$ cat config.mk
export PLATFORM = sky130hd
export DESIGN_NAME = maxpool_layer_1
export DESIGN_NICKNAME = d
export VERILOG_FILES = /design/src/rtl/nn_pkg.sv /design/src/rtl/pool1_line_buf.sv /design/src/rtl/maxpool_layer_1.sv
export SDC_FILE = /design/constraint.sdc
export NUM_CORES = 1
export LEC_CHECK = 0
export CORE_MARGIN = 3
export CORE_UTILIZATION = 45
export DETAILED_ROUTE_END_ITERATION = 12
export GPL_TIMING_DRIVEN = 0
export MAX_ROUTING_LAYER = met4
export PLACE_DENSITY = 0.75
export SLEW_MARGIN = 20
export SYNTH_ARGS = -nofsm -noshare
export SYNTH_HDL_FRONTEND = slang
export SYNTH_SLANG_ARGS = --single-unit
$ cat constraint.sdc
create_clock -name clk -period 2.1 [get_ports clk]
set_clock_uncertainty 0.2 [all_clocks]
set_input_delay 0.315 -clock clk [delete_from_list [all_inputs] [get_ports clk]]
set_output_delay 0.315 -clock clk [all_outputs]
set_load 0.01 [all_outputs]
$ cat src/rtl/nn_pkg.sv
// Shared sizing for the conv1 -> pool1 slice of the network.
// Holds the conv1 output frame geometry, the pooled frame geometry, the conv1
// channel count, and the counter/address widths derived from them.
// No ports: package only.
package nn_pkg;

    // Width of a counter/index that must hold 0..n-1 (never narrower than 1 bit).
    function automatic int cnt_w(input int n);
        return (n > 1) ? $clog2(n) : 1;
    endfunction

    localparam int CONV1_OUT_W = 26;
    localparam int CONV1_OUT_H = 26;
    localparam int POOL1_OUT_W = CONV1_OUT_W / 2;
    localparam int POOL1_OUT_H = CONV1_OUT_H / 2;
    localparam int NUM_CH1     = 8;

    localparam int CONV1_COL_W  = cnt_w(CONV1_OUT_W);
    localparam int CONV1_ROW_W  = cnt_w(CONV1_OUT_H);
    localparam int POOL1_ADDR_W = cnt_w(POOL1_OUT_W);

endpackage

$ cat src/rtl/pool1_line_buf.sv
// Line buffer for 2x2 max pooling: holds the horizontally pooled pairs of the
// current even input row until the matching odd row arrives.
// Ports:
//   clk, rst  - clock, synchronous active-high clear of every entry
//   we        - write enable
//   waddr     - write entry index (pooled column)
//   wdata     - write data (all channels)
//   raddr     - read entry index (pooled column)
//   rdata     - combinational read data
module pool1_line_buf
    import nn_pkg::*;
#(
    parameter int DEPTH = POOL1_OUT_W,
    parameter int WIDTH = NUM_CH1,
    localparam int AW   = cnt_w(DEPTH)
) (
    input  logic             clk,
    input  logic             rst,
    input  logic             we,
    input  logic [AW-1:0]    waddr,
    input  logic [WIDTH-1:0] wdata,
    input  logic [AW-1:0]    raddr,
    output logic [WIDTH-1:0] rdata
);

    logic [WIDTH-1:0] mem [DEPTH];

    always_ff @(posedge clk) begin
        if (rst) begin
            for (int i = 0; i < DEPTH; i++) begin
                mem[i] <= '0;
            end
        end else if (we) begin
            mem[waddr] <= wdata;
        end
    end

    assign rdata = mem[raddr];

endmodule

$ cat src/rtl/maxpool_layer_1.sv
// 2x2 stride-2 max pooling of the binary conv1 stream. With 1-bit channels the
// max of a 2x2 window is the OR of its four pixels, so each even row stores the
// OR of horizontal pairs in a line buffer and the odd row finishes the window.
// Trailing odd column/row (floor pooling) is counted but never pooled.
// Ports:
//   clk, rst         - clock, synchronous active-high reset
//   conv1_in         - one bit per channel for the current input beat
//   valid_in         - input beat qualifier; gaps freeze all state
//   pool1_out        - registered pooled pixel, held between pulses
//   valid_out_pool1  - one-cycle pulse per pooled pixel
//   frame_done       - pulse coincident with the last pooled pixel of a frame
module maxpool_layer_1
    import nn_pkg::*;
#(
    parameter int IN_WIDTH  = CONV1_OUT_W,
    parameter int IN_HEIGHT = CONV1_OUT_H,
    parameter int CHANNELS  = NUM_CH1
) (
    input  logic                clk,
    input  logic                rst,
    input  logic [CHANNELS-1:0] conv1_in,
    input  logic                valid_in,
    output logic [CHANNELS-1:0] pool1_out,
    output logic                valid_out_pool1,
    output logic                frame_done
);

    localparam int CW    = cnt_w(IN_WIDTH);
    localparam int RW    = cnt_w(IN_HEIGHT);
    localparam int OUT_W = IN_WIDTH / 2;
    localparam int OUT_H = IN_HEIGHT / 2;
    localparam int AW    = cnt_w(OUT_W);

    localparam logic [CW-1:0] COL_LAST = CW'(IN_WIDTH - 1);
    localparam logic [RW-1:0] ROW_LAST = RW'(IN_HEIGHT - 1);
    // Input position whose window completes the last pooled pixel of the frame.
    localparam logic [CW-1:0] COL_FINAL = CW'(2 * OUT_W - 1);
    localparam logic [RW-1:0] ROW_FINAL = RW'(2 * OUT_H - 1);

    logic [CW-1:0]       col_cnt;
    logic [RW-1:0]       row_cnt;
    logic [CHANNELS-1:0] hold;
    logic [CHANNELS-1:0] lb_rdata;
    logic [AW-1:0]       lb_addr;
    logic                odd_col;
    logic                odd_row;
    logic                in_pool;
    logic                lb_we;
    logic                last_pair;

    assign odd_col   = col_cnt[0];
    assign odd_row   = row_cnt[0];
    // Only beats inside the 2*OUT_W x 2*OUT_H area take part in pooling.
    assign in_pool   = (int'(col_cnt) < 2 * OUT_W) && (int'(row_cnt) < 2 * OUT_H);
    assign lb_addr   = AW'(col_cnt >> 1);
    assign lb_we     = valid_in && in_pool && odd_col && !odd_row;
    assign last_pair = (col_cnt == COL_FINAL) && (row_cnt == ROW_FINAL);

    pool1_line_buf #(
        .DEPTH (OUT_W),
        .WIDTH (CHANNELS)
    ) u_line_buf (
        .clk   (clk),
        .rst   (rst),
        .we    (lb_we),
        .waddr (lb_addr),
        .wdata (hold | conv1_in),
        .raddr (lb_addr),
        .rdata (lb_rdata)
    );

    always_ff @(posedge clk) begin
        if (rst) begin
            col_cnt         <= '0;
            row_cnt         <= '0;
            hold            <= '0;
            pool1_out       <= '0;
            valid_out_pool1 <= 1'b0;
            frame_done      <= 1'b0;
        end else begin
            valid_out_pool1 <= 1'b0;
            frame_done      <= 1'b0;
            if (valid_in) begin
                if (col_cnt == COL_LAST) begin
                    col_cnt <= '0;
                    row_cnt <= (row_cnt == ROW_LAST) ? '0 : row_cnt + 1'b1;
                end else begin
                    col_cnt <= col_cnt + 1'b1;
                end
                // Even column opens a horizontal pair on either row parity.
                if (in_pool && !odd_col) begin
                    hold <= conv1_in;
                end
                // Odd row, odd column closes the 2x2 window.
                if (in_pool && odd_col && odd_row) begin
                    pool1_out       <= lb_rdata | hold | conv1_in;
                    valid_out_pool1 <= 1'b1;
                    frame_done      <= last_pair;
                end
            end
        end
    end

endmodule

# ---- Word level (Yosys, flattened, before mapping)
# Memory sizes are Yosys's and may differ from the RTL's. A register that Yosys moved wholly into a read port is not among the register bits.
# Cells that the tools add are included.
dict set report word_totals {
  ff_bits 28
  memories 1
  ramBits 104
  word_cells 47
}
dict set report classes {
  addsub 2
  n_eq_ne 2
  muxes 13
  magnitude_cmp 2
  n_reduce_logical 16
  bitwise_logic 5
}
# memory depth word_bits read_ports rd_clocked_by_memory_dff write_ports line_no
set mem_list {}
lappend mem_list {u_line_buf.mem 13 8 1 1 13 pool1_line_buf.sv:26} ;# logic [WIDTH-1:0] mem [DEPTH];
# cell count
set op_table {}
lappend op_table {{OR 8 bit} 3}
lappend op_table {{two-way mux 4 bit} 3}
lappend op_table {{adder 5 x 1 -> 5 bit, second input constant} 2}
lappend op_table {{== test 5 bit, second input constant} 2}
lappend op_table {{< comparator 5 bit, second input constant} 2}
lappend op_table {{two-way mux 5 bit} 2}
lappend op_table {{logical AND 1 bit} 8}
lappend op_table {{two-way mux 8 bit} 1}
lappend op_table {{OR reduction 8 bit} 1}
lappend op_table {{two-way mux 1 bit} 7}
lappend op_table {{AND reduction 2 bit} 3}
lappend op_table {{OR reduction 3 bit} 1}
lappend op_table {{zero test 1 bit} 2}
lappend op_table {{inverter 1 bit} 2}
lappend op_table {{OR reduction 2 bit} 1}

# ---- Longest topological paths before layout
# Gate-level depths: netlist of the first run.
dict set report logic_depth {
  depth_word 10
  depth_mapped 7
  mapped_depth_nobuf 6
}

# ---- By module
# Synthesis of the first run repeated with hierarchy kept, for this count alone.
dict set report unflattened {
  hier_cells 495
  area_unflattened_um2 7005.5
}
# mod area_per_inst_um2 cells_each n_inst
set by_module_without_submodules {}
lappend by_module_without_submodules {pool1_line_buf 5689.2 347 1}
lappend by_module_without_submodules {maxpool_layer_1 1316.3 148 1}

# ---- Worst setup path before layout of the first run
# OpenSTA, ideal clock, no wires.
dict set report synth_timing {
  path_kind {flip-flop to flip-flop}
  start {register row_cnt[1]}
  end {memory u_line_buf.mem[9][0] in the netlist's numbering (enable)}
  setup_ns 0.334
  t_arrival_ns 1.607
  path_stages_with_launch 6
  n_path_buf 1
  t_required_ns 1.566
  setup_slack_ns -0.041
  cell_sequence {dfxtp_1 o211a_2 nor4_4 buf_4 nand4_2 nand2b_1}
}
# item line_no
set synth_lines {}
lappend synth_lines {{start, declared} maxpool_layer_1.sv:41} ;# logic [RW-1:0] row_cnt;
lappend synth_lines {{start signal, assigned} maxpool_layer_1.sv:86} ;# row_cnt <= (row_cnt == ROW_LAST) ? '0 : row_cnt + 1'b1;
lappend synth_lines {{end, declared} pool1_line_buf.sv:26}

==> results of run 1 <==
[stage by stage]
step | worst slack [ns] | instance area [um^2] | total power [W]
finish | 0.0657 | 8420 | 0.00723
global route | -0.0319 | 8420 | 0.00747
CTS | -0.0984 | 8270 | 0.00724
detailed placement | -0.876 | 7400 | 0.00406
global placement | -0.762 | 7400 | 0.00404
floorplan | 0.0118 | 6980 | 0.00391
[worst paths after layout]
kind / slack [ns] / from / endpoint / depth (start not counted)
worst min register to register: 0.29 / row_cnt[1]$_SDFFE_PP0P_ / row_cnt[1]$_SDFFE_PP0P_ / 2
worst max-delay path: 0.07 / hold[3]$_SDFFE_PP0P_ / u_line_buf.mem[15][3]$_DFFE_PP_ / 3
worst max register to register: 0.07 / hold[3]$_SDFFE_PP0P_ / u_line_buf.mem[15][3]$_DFFE_PP_ / 3
worst min-delay path: 0.19 / rst / valid_out_pool1$_SDFF_PP0_ / 2
[state kept, by name (all words and copies together) (netlist names), named ones only]
| name | cells |
|---|---|
| col_cnt | 5 |
| pool1_out | 8 |
| u_line_buf.mem | 128 |
| frame_done | 1 |
| valid_out_pool1 | 1 |
| hold | 8 |
| row_cnt | 5 |
[cell usage in the layout (no fill, tap or decap), types with 3 or more instances in the layout]
master,netlist,final
o21ai_1,0,3
o22ai_1,8,8
nand2_1,5,5
clkbuf_2,0,3
nand2b_4,0,10
dfxtp_2,0,4
a311oi_1,8,8
buf_2,8,4
mux2i_1,24,24
edfxtp_1,128,128
nor2b_1,11,11
inv_1,11,11
clkbuf_16,0,17
a211oi_1,17,15
ha_1,4,4
buf_6,1,5
nand4_1,7,7
mux2_2,8,8
mux4_1,4,4
clkinv_2,0,8
nand2b_2,0,3
conb_1,1,24
clkdlybuf4s50_1,0,19
clkbuf_1,15,13
dfxtp_1,32,28
buf_12,0,3
buf_1,3,3
nand3_4,0,9
xor2_1,7,7
buf_4,6,19
or3_1,9,9
mux4_2,12,12
bufinv_16,0,4
o21ai_0,8,5
nor2_1,148,146
[cell type report]
class / instances / area (um^2) / area share
clock buffers: 19 / 443 / 0.0526
clock inverters: 13 / 168 / 0.0199
multi-input cells: 348 / 2490 / 0.296
repair buffers: 38 / 378 / 0.0449
plain buffers: 32 / 178 / 0.0211
well taps: 184 / 230 / 0.0273
flip-flops and latches: 160 / 4490 / 0.533
inverters: 11 / 41.3 / 0.00490
[power groups by stage]
stage / combinational (W) / clock (W) / sequential, W
after floorplan: 0.000277 / 0 / 0.00363
after global placement: 0.000394 / 0 / 0.00365
after detailed placement: 0.000409 / 0 / 0.00365
after CTS: 0.000438 / 0.00322 / 0.00359
after global routing: 0.000486 / 0.00338 / 0.00360
final: 0.000451 / 0.00319 / 0.00359
[layer usage]
metal / GRT usage / part of all wire / up-vias / wire length (um)
met2: 0.335 / 0.51 / 139 / 8160
li1: - / - / 2068 / -
met3: 0.0508 / 0.055 / 38 / 877
met4: 0.0813 / 0.025 / 0 / 405
met1: 0.246 / 0.41 / 2246 / 6530
met5: - / 0 / - / 0
[cells by family after synthesis]
family	after synthesis	share of synthesized area
and+or+nand+nor	219	0.153
muxes	48	0.102
adders and majority gates	4	0.00726
DFF	160	0.650
buffers and inverters	44	0.0298
other	1	0.000544
AOI/OAI and AO/OA	45	0.0465
xor gates and xnor gates	8	0.0102
[worst max-delay path: stages (launching register included)]
cell and delay [ns]:
dfxtp_1 0.31, nor2_1 0.58, clkbuf_1 0.50, inv_1 0.15
[repair_timing]
action	in CTS	in global routing
gates resized for setup	42	19
buffers inserted	7	12
pin swaps	3	2
setup endpoints to repair	125	85
==> flow_metrics.tcl, run 1 <==
set metrics [dict create \
    grt.overflow.total 0 \
    drv_cap 0 \
    die_width_um 130 \
    fin_hold_ws_ns 0.194 \
    numCtsBuffers 17 \
    clockBufferDepth 2 \
    synth_seq_cells 160 \
    hpwlAfterDp_um 10600 \
    p_clk_frac 0.441 \
    route.detailed.drc 0 \
    fin_crit_sh 0.969 \
    via_per_inst 5.58 \
    start_util 0.467 \
    h-tree-depth 4 \
    fillers 1148 \
    cellPowerDensity_nw_per_um2 859 \
    synth_commonest_cells "nor2_1, edfxtp_1, dfxtp_1, mux2i_1, a211oi_1" \
    drv_slew 0 \
    relSlewSlack 0.502 \
    setup_tns_ns 0 \
    drt-pass1-iter-count 5 \
    fp.coreArea_um2 14800 \
    die_area_um2 16800 \
    cp.arrival_ns 1.97 \
    rsz0062_at_grt "true" \
    setup_viol 0 \
    crit_required_ns 2.04 \
    synth_top_area_share 0.558 \
    drtAntennaViolNets 0 \
    crit_path_max_fanout 10 \
    grt_antenna_before_repair 0 \
    grt_pass1_wl_um 24400 \
    crit_type "reg -> reg" \
    ctsHoldBuffers 0 \
    outcome "finished, final reports clean" \
    final_core_util 0.571 \
    grt_pass1_vias 4535 \
    synth_area_um2 6890 \
    cts_tree "yes" \
    end_kind "register" \
    grt_max_degree 17 \
    p_int_w 0.00571 \
    synthTopCellsByArea "edfxtp_1, dfxtp_1, nor2_1, mux4_2, mux2i_1" \
    p_leak_nw 3.19 \
    p_sw_w 0.00152 \
    vias 4491 \
    clk_latency_ns 0.42 \
    synth_top_area_cell "edfxtp_1" \
    ys_warn_count 0 \
    stdcell_count 805 \
    synth-main-ff-cell "edfxtp_1" \
    row_count 44 \
    nets 623 \
    post_drt_wl_per_cell_um 19.8 \
    synthArstFlopShare 0 \
    hold_viol 0 \
    die_h_um 130 \
    synth_edf_count 128 \
    num_antenna_cells 0 \
    synth-seq-area-share 0.650 \
    drive_gt1_frac 0.200 \
    first_iter_violations 434 \
    synth.distinct_cells 43 \
    swShare 0.210 \
    cp-start-kind "register" \
    dpl.cell_count 755 \
    hold_path_class "in -> reg" \
    finalWeightedCongestion 0.836 \
    max-vdd-ir-drop_uv 731 \
    path_clk_slew_ns 0.06 \
    synth_cells 529 \
    tightestPinTransition_ns 0.745 \
    io_pins 21 \
    io_buffers 19 \
    clock-root-buffer "clkbuf_16" \
    clock_sinks 160 \
    area_delta_synth_final_pct 22.1 \
    fin_crit_ns 2.03 \
    routed_wl_um 16000 \
    combPwrFrac 0.062 \
    clock.fmax_mhz 492 \
    syn_area_per_cell_um2 13.0 \
    seqPwrFrac 0.496 \
    track_usage 0.205 \
    synth_most_common_cell "nor2_1" \
]
Note: power is estimated with default switching activity, not from simulation.
==> run 2: changes to the inputs <==
CAP_MARGIN = 40   (was default)
clock period = 1.69 ns   (was 2.1 ns; I/O delays follow)
==> flow_metrics.tcl, run 2 (synthesized netlist as in run 1, its figures left out) <==
set metrics [dict create \
    outcome "finished with violations" \
    violations "setup timing" \
    dp_worst_setup_slack_ns -1.11 \
    die_area_um2 16800 \
    hpwlAfterDp_um 10900 \
    nets 656 \
    drv_slew 0 \
    drive_gt1_frac 0.511 \
    fillers 914 \
    fp.coreArea_um2 14800 \
    drt-pass1-iter-count 6 \
    io_pins 21 \
    cp-start-kind "register" \
    routed_wl_um 20500 \
    clock-root-buffer "clkbuf_16" \
    die_width_um 130 \
    end_kind "register" \
    h-tree-depth 4 \
    num_antenna_cells 0 \
    fin_crit_ns 2.00 \
    vias 4988 \
    post_drt_wl_per_cell_um 24.4 \
    grt_pass1_vias 4983 \
    hold_viol 0 \
    tightestPinTransition_ns 0.841 \
    p_leak_nw 3.61 \
    row_count 44 \
    relSlewSlack 0.439 \
    grt.overflow.total 0 \
    first_iter_violations 507 \
    regMostFlops "u_line_buf.mem" \
    hold_path_class "in -> reg" \
    final_area_um2 9990 \
    grt_antenna_before_repair 0 \
    die_h_um 130 \
    max-vdd-ir-drop_uv 722 \
    path_clk_slew_ns 0.06 \
    cellPowerDensity_nw_per_um2 923 \
    fin_ws_ns -0.308 \
    route.detailed.drc 0 \
    finalWeightedCongestion 0.848 \
    grt_pass1_wl_um 27700 \
    io_buffers 19 \
    cp.arrival_ns 1.92 \
    largest_register_ffs 128 \
    area_delta_synth_final_pct 44.9 \
    ctsHoldBuffers 0 \
    drtAntennaViolNets 0 \
    crit_required_ns 1.61 \
    cts_tree "yes" \
    via_per_inst 5.95 \
    crit_path_max_fanout 8 \
    setup_viol 228 \
    clock.fmax_mhz 500 \
    rsz0062_at_grt "true" \
    clock_sinks 160 \
    clockBufferDepth 2 \
    reg_top3 "u_line_buf.mem: 128 flops, hold: 8 flops, pool1_out: 8 flops" \
    dpl_cell_area_um2 7550 \
    grt_max_degree 17 \
    track_usage 0.232 \
    fin_crit_sh 1.18 \
    clk_latency_ns 0.43 \
    layout_commonest_cell "edfxtp_1" \
    start_util 0.467 \
    numCtsBuffers 17 \
    crit_type "reg -> reg" \
    drv_cap 0 \
    final_cell_mix "edfxtp_1, nor2_4, nor2_2" \
]
run 2: changes by cell type in the layout (fill, tap and decap cells not counted), moves of 10 or more:
cell and change:
buf_12 +14, buf_6 +15, clkdlybuf4s50_1 -10, dlygate4sd2_1 +10, nor2_1 -120, nor2_2 +25
nor2_4 +95
run 2: critical path, cell delays in order (launching register included):
cell and delay, ns:
dfxtp_4 0.34, o211a_4 0.26, nor4_4 0.13, buf_4 0.20
nand4_1 0.27, nand2b_4 0.28
run 2: final timing paths:
| check | slack, ns | start | end | cells after the start |
|---|---|---|---|---|
| worst min-delay path | 0.16 | rst | valid_out_pool1$_SDFF_PP0_ | 2 |
| worst min register to register | 0.30 | pool1_out[0]$_SDFFE_PP0P_ | pool1_out[0]$_SDFFE_PP0P_ | 2 |
| worst max-delay path | -0.31 | row_cnt[1]$_SDFFE_PP0P_ | u_line_buf.mem[11][6]$_SDFFCE_PN0P_ | 5 |
| worst max register to register | -0.31 | row_cnt[1]$_SDFFE_PP0P_ | u_line_buf.mem[11][6]$_SDFFCE_PN0P_ | 5 |
run 2: layout make-up:
type | count | area (um^2) | share of cell area
flip-flops and latches | 160 | 4500 | 0.451
clock buffers | 20 | 437 | 0.0437
well taps | 184 | 230 | 0.0230
plain buffers | 29 | 284 | 0.0284
multi-input cells | 348 | 3490 | 0.350
inverters | 11 | 41.3 | 0.00413
repair buffers | 74 | 856 | 0.0857
clock inverters | 12 | 143 | 0.0143
run 2: what timing repair did:
| action | 4_1_cts | 5_1_grt |
|---|---|---|
| gates cloned | 2 | 0 |
| setup buffers | 36 | 18 |
| resized for setup | 175 | 239 |
| endpoints found under the setup margin | 272 | 248 |
| pin swaps | 33 | 29 |
run 2: routing by layer:
| layer | vias up | part of all wire | GRT usage |
|---|---|---|---|
| met3 | 53 | 0.081 | 0.0450 |
| met5 | - | 0 | - |
| met2 | 285 | 0.53 | 0.383 |
| met4 | 0 | 0.035 | 0.103 |
| li1 | 2146 | - | - |
| met1 | 2504 | 0.36 | 0.278 |
run 2: power breakdown:
group / internal [W] / switching (W)
clock network: 0.00230 / 0.00159
logic: 0.000327 / 0.000519
registers: 0.00440 / 0.0000790
run 2: per-stage QoR:
| step | hold slack (ns) | util | instances | TNS (ns) | power, W |
|---|---|---|---|---|---|
| final | 0.165 | 0.677 | 838 | -40.15 | 0.00922 |
| after global routing | 0.203 | 0.677 | 838 | -49.89 | 0.00943 |
| after CTS | 0.128 | 0.607 | 821 | -40.21 | 0.00897 |
| after detailed placement | 0.293 | 0.512 | 755 | -163.15 | 0.00508 |
| after global placement | 0.275 | 0.512 | 755 | -154.78 | 0.00504 |
| after floorplan | 0.197 | - | 552 | -16.64 | 0.00489 |
==> run 3: changes to the inputs <==
MAX_ROUTING_LAYER = default   (was met4)
PLACE_DENSITY = default   (was 0.75)
==> flow_metrics.tcl, run 3 (synthesized netlist as in run 1, its figures left out) <==
set metrics [dict create \
    outcome "finished with violations" \
    violations "setup timing" \
    path_clk_slew_ns 0.06 \
    regMostFlops "u_line_buf.mem" \
    critical_path_buf_inv_count 3 \
    die_h_um 130 \
    setup_tns_ns -41.60 \
    fin_crit_sh 1.18 \
    max-vdd-ir-drop_uv 690 \
    area_delta_synth_final_pct 32.5 \
    row_count 44 \
    die_area_um2 16800 \
    drt-pass1-iter-count 5 \
    track_usage 0.215 \
    grt_pass1_vias 4674 \
    end_kind "register" \
    io_buffers 19 \
    relSlewSlack 0.526 \
    final_core_util 0.619 \
    crit_type "reg -> reg" \
    p_clk_frac 0.437 \
    final_cell_mix "edfxtp_1, nor2_1, buf_6" \
    slowest_delay_ns 0.35 \
    vias 4628 \
    clk_latency_ns 0.42 \
    fp.coreArea_um2 14800 \
    p_leak_nw 3.52 \
    grt_antenna_before_repair 0 \
    drtAntennaViolNets 0 \
    tightestPinTransition_ns 0.709 \
    layout_commonest_cell "edfxtp_1" \
    grt_max_degree 17 \
    post_drt_wl_per_cell_um 20.3 \
    clock-root-buffer "clkbuf_16" \
    drive_gt1_frac 0.360 \
    reg_top3 "u_line_buf.mem: 128 flops, hold: 8 flops, pool1_out: 8 flops" \
    fin_crit_ns 1.99 \
    total_power_w 0.00916 \
    worstPathCellList "o211a_4, nor4_4, buf_4, buf_8, buf_6, nand3_4, nand2b_4" \
    p_sw_w 0.00196 \
    swShare 0.214 \
    io_pins 21 \
    hpwlAfterDp_um 11000 \
    crit_required_ns 1.62 \
    crit_path_top_delay_cell "dfxtp_2" \
    nets 649 \
    hold_viol 0 \
    drv_slew 0 \
    numCtsBuffers 17 \
    first_iter_violations 381 \
    rsz0062_at_grt "true" \
    die_width_um 130 \
    fin_ws_ns -0.303 \
    start_util 0.467 \
    fin_hold_ws_ns 0.152 \
    grt_pass1_wl_um 26400 \
    via_per_inst 5.57 \
    route.detailed.drc 0 \
    grt.overflow.total 0 \
    drv_cap 0 \
    setup_viol 227 \
    cts_tree "yes" \
    cp-start-kind "register" \
    clock.fmax_mhz 502 \
    clockBufferDepth 2 \
    cellPowerDensity_nw_per_um2 1000 \
    clock_sinks 160 \
    combPwrFrac 0.075 \
    p_int_w 0.00720 \
    critPathTopFamily "simple AND/OR/NAND/NOR gates" \
    h-tree-depth 4 \
    num_antenna_cells 0 \
    crit_path_max_fanout 8 \
    finalWeightedCongestion 0.830 \
    largest_register_ffs 128 \
    hold_path_class "in -> reg" \
    fillers 1115 \
    routed_wl_um 16900 \
    seqPwrFrac 0.487 \
    cp.arrival_ns 1.92 \
]
run 3: repair_timing:
| action | in CTS | in global routing |
|---|---|---|
| gates cloned | 1 | 0 |
| setup buffers | 38 | 8 |
| endpoints found under the setup margin | 271 | 246 |
| gates resized for setup | 164 | 29 |
| hold buffers | 0 | 0 |
| hold endpoints to repair | 0 | 0 |
| pin swaps | 30 | 14 |
run 3: layer usage:
layer,vias up,track usage,wire length [um]
met5,-,0,0
met4,0,0.0733,439
met3,31,0.0479,829
met2,145,0.354,8480
met1,2332,0.285,7120
li1,2120,-,-
run 3: power by group through the flow:
stage | Sequential [W] | Clock (W) | Combinational (W)
after floorplan | 0.00452 | 0 | 0.000371
after global placement | 0.00453 | 0 | 0.000536
after detailed placement | 0.00454 | 0 | 0.000547
after CTS | 0.00447 | 0.00402 | 0.000652
after global routing | 0.00448 | 0.00421 | 0.000740
final | 0.00446 | 0.00401 | 0.000687
run 3: path summary, 6_finish.rpt:
kind | start | to | slack, ns | cells after the start
worst max-delay path | row_cnt[2]$_SDFFE_PP0P_ | u_line_buf.mem[4][3]$_SDFFCE_PN0P_ | -0.30 | 7
worst min-delay path | rst | valid_out_pool1$_SDFF_PP0_ | 0.15 | 2
worst max register to register | row_cnt[2]$_SDFFE_PP0P_ | u_line_buf.mem[4][3]$_SDFFCE_PN0P_ | -0.30 | 7
worst min register to register | pool1_out[0]$_SDFFE_PP0P_ | pool1_out[0]$_SDFFE_PP0P_ | 0.30 | 2
run 3: area by class of cell:
cell class	instances	area (um^2)	share of cell area
Sequential cell	160	4500	0.493
Multi-Input combinational cell	348	2770	0.303
Timing Repair Buffer	66	688	0.0754
Clock buffer	24	536	0.0586
Buffer	30	267	0.0292
Tap cell	184	230	0.0252
Clock inverter	8	95.1	0.0104
Inverter	11	43.8	0.00480
run 3: per-stage QoR:
stage	instances	cell area, um^2	worst slack, ns
final	831	9130	-0.303
after detailed placement	755	7550	-1.12
after CTS	823	8980	-0.351
after global routing	831	9130	-0.383
after global placement	755	7550	-1.07
after floorplan	552	7130	-0.171
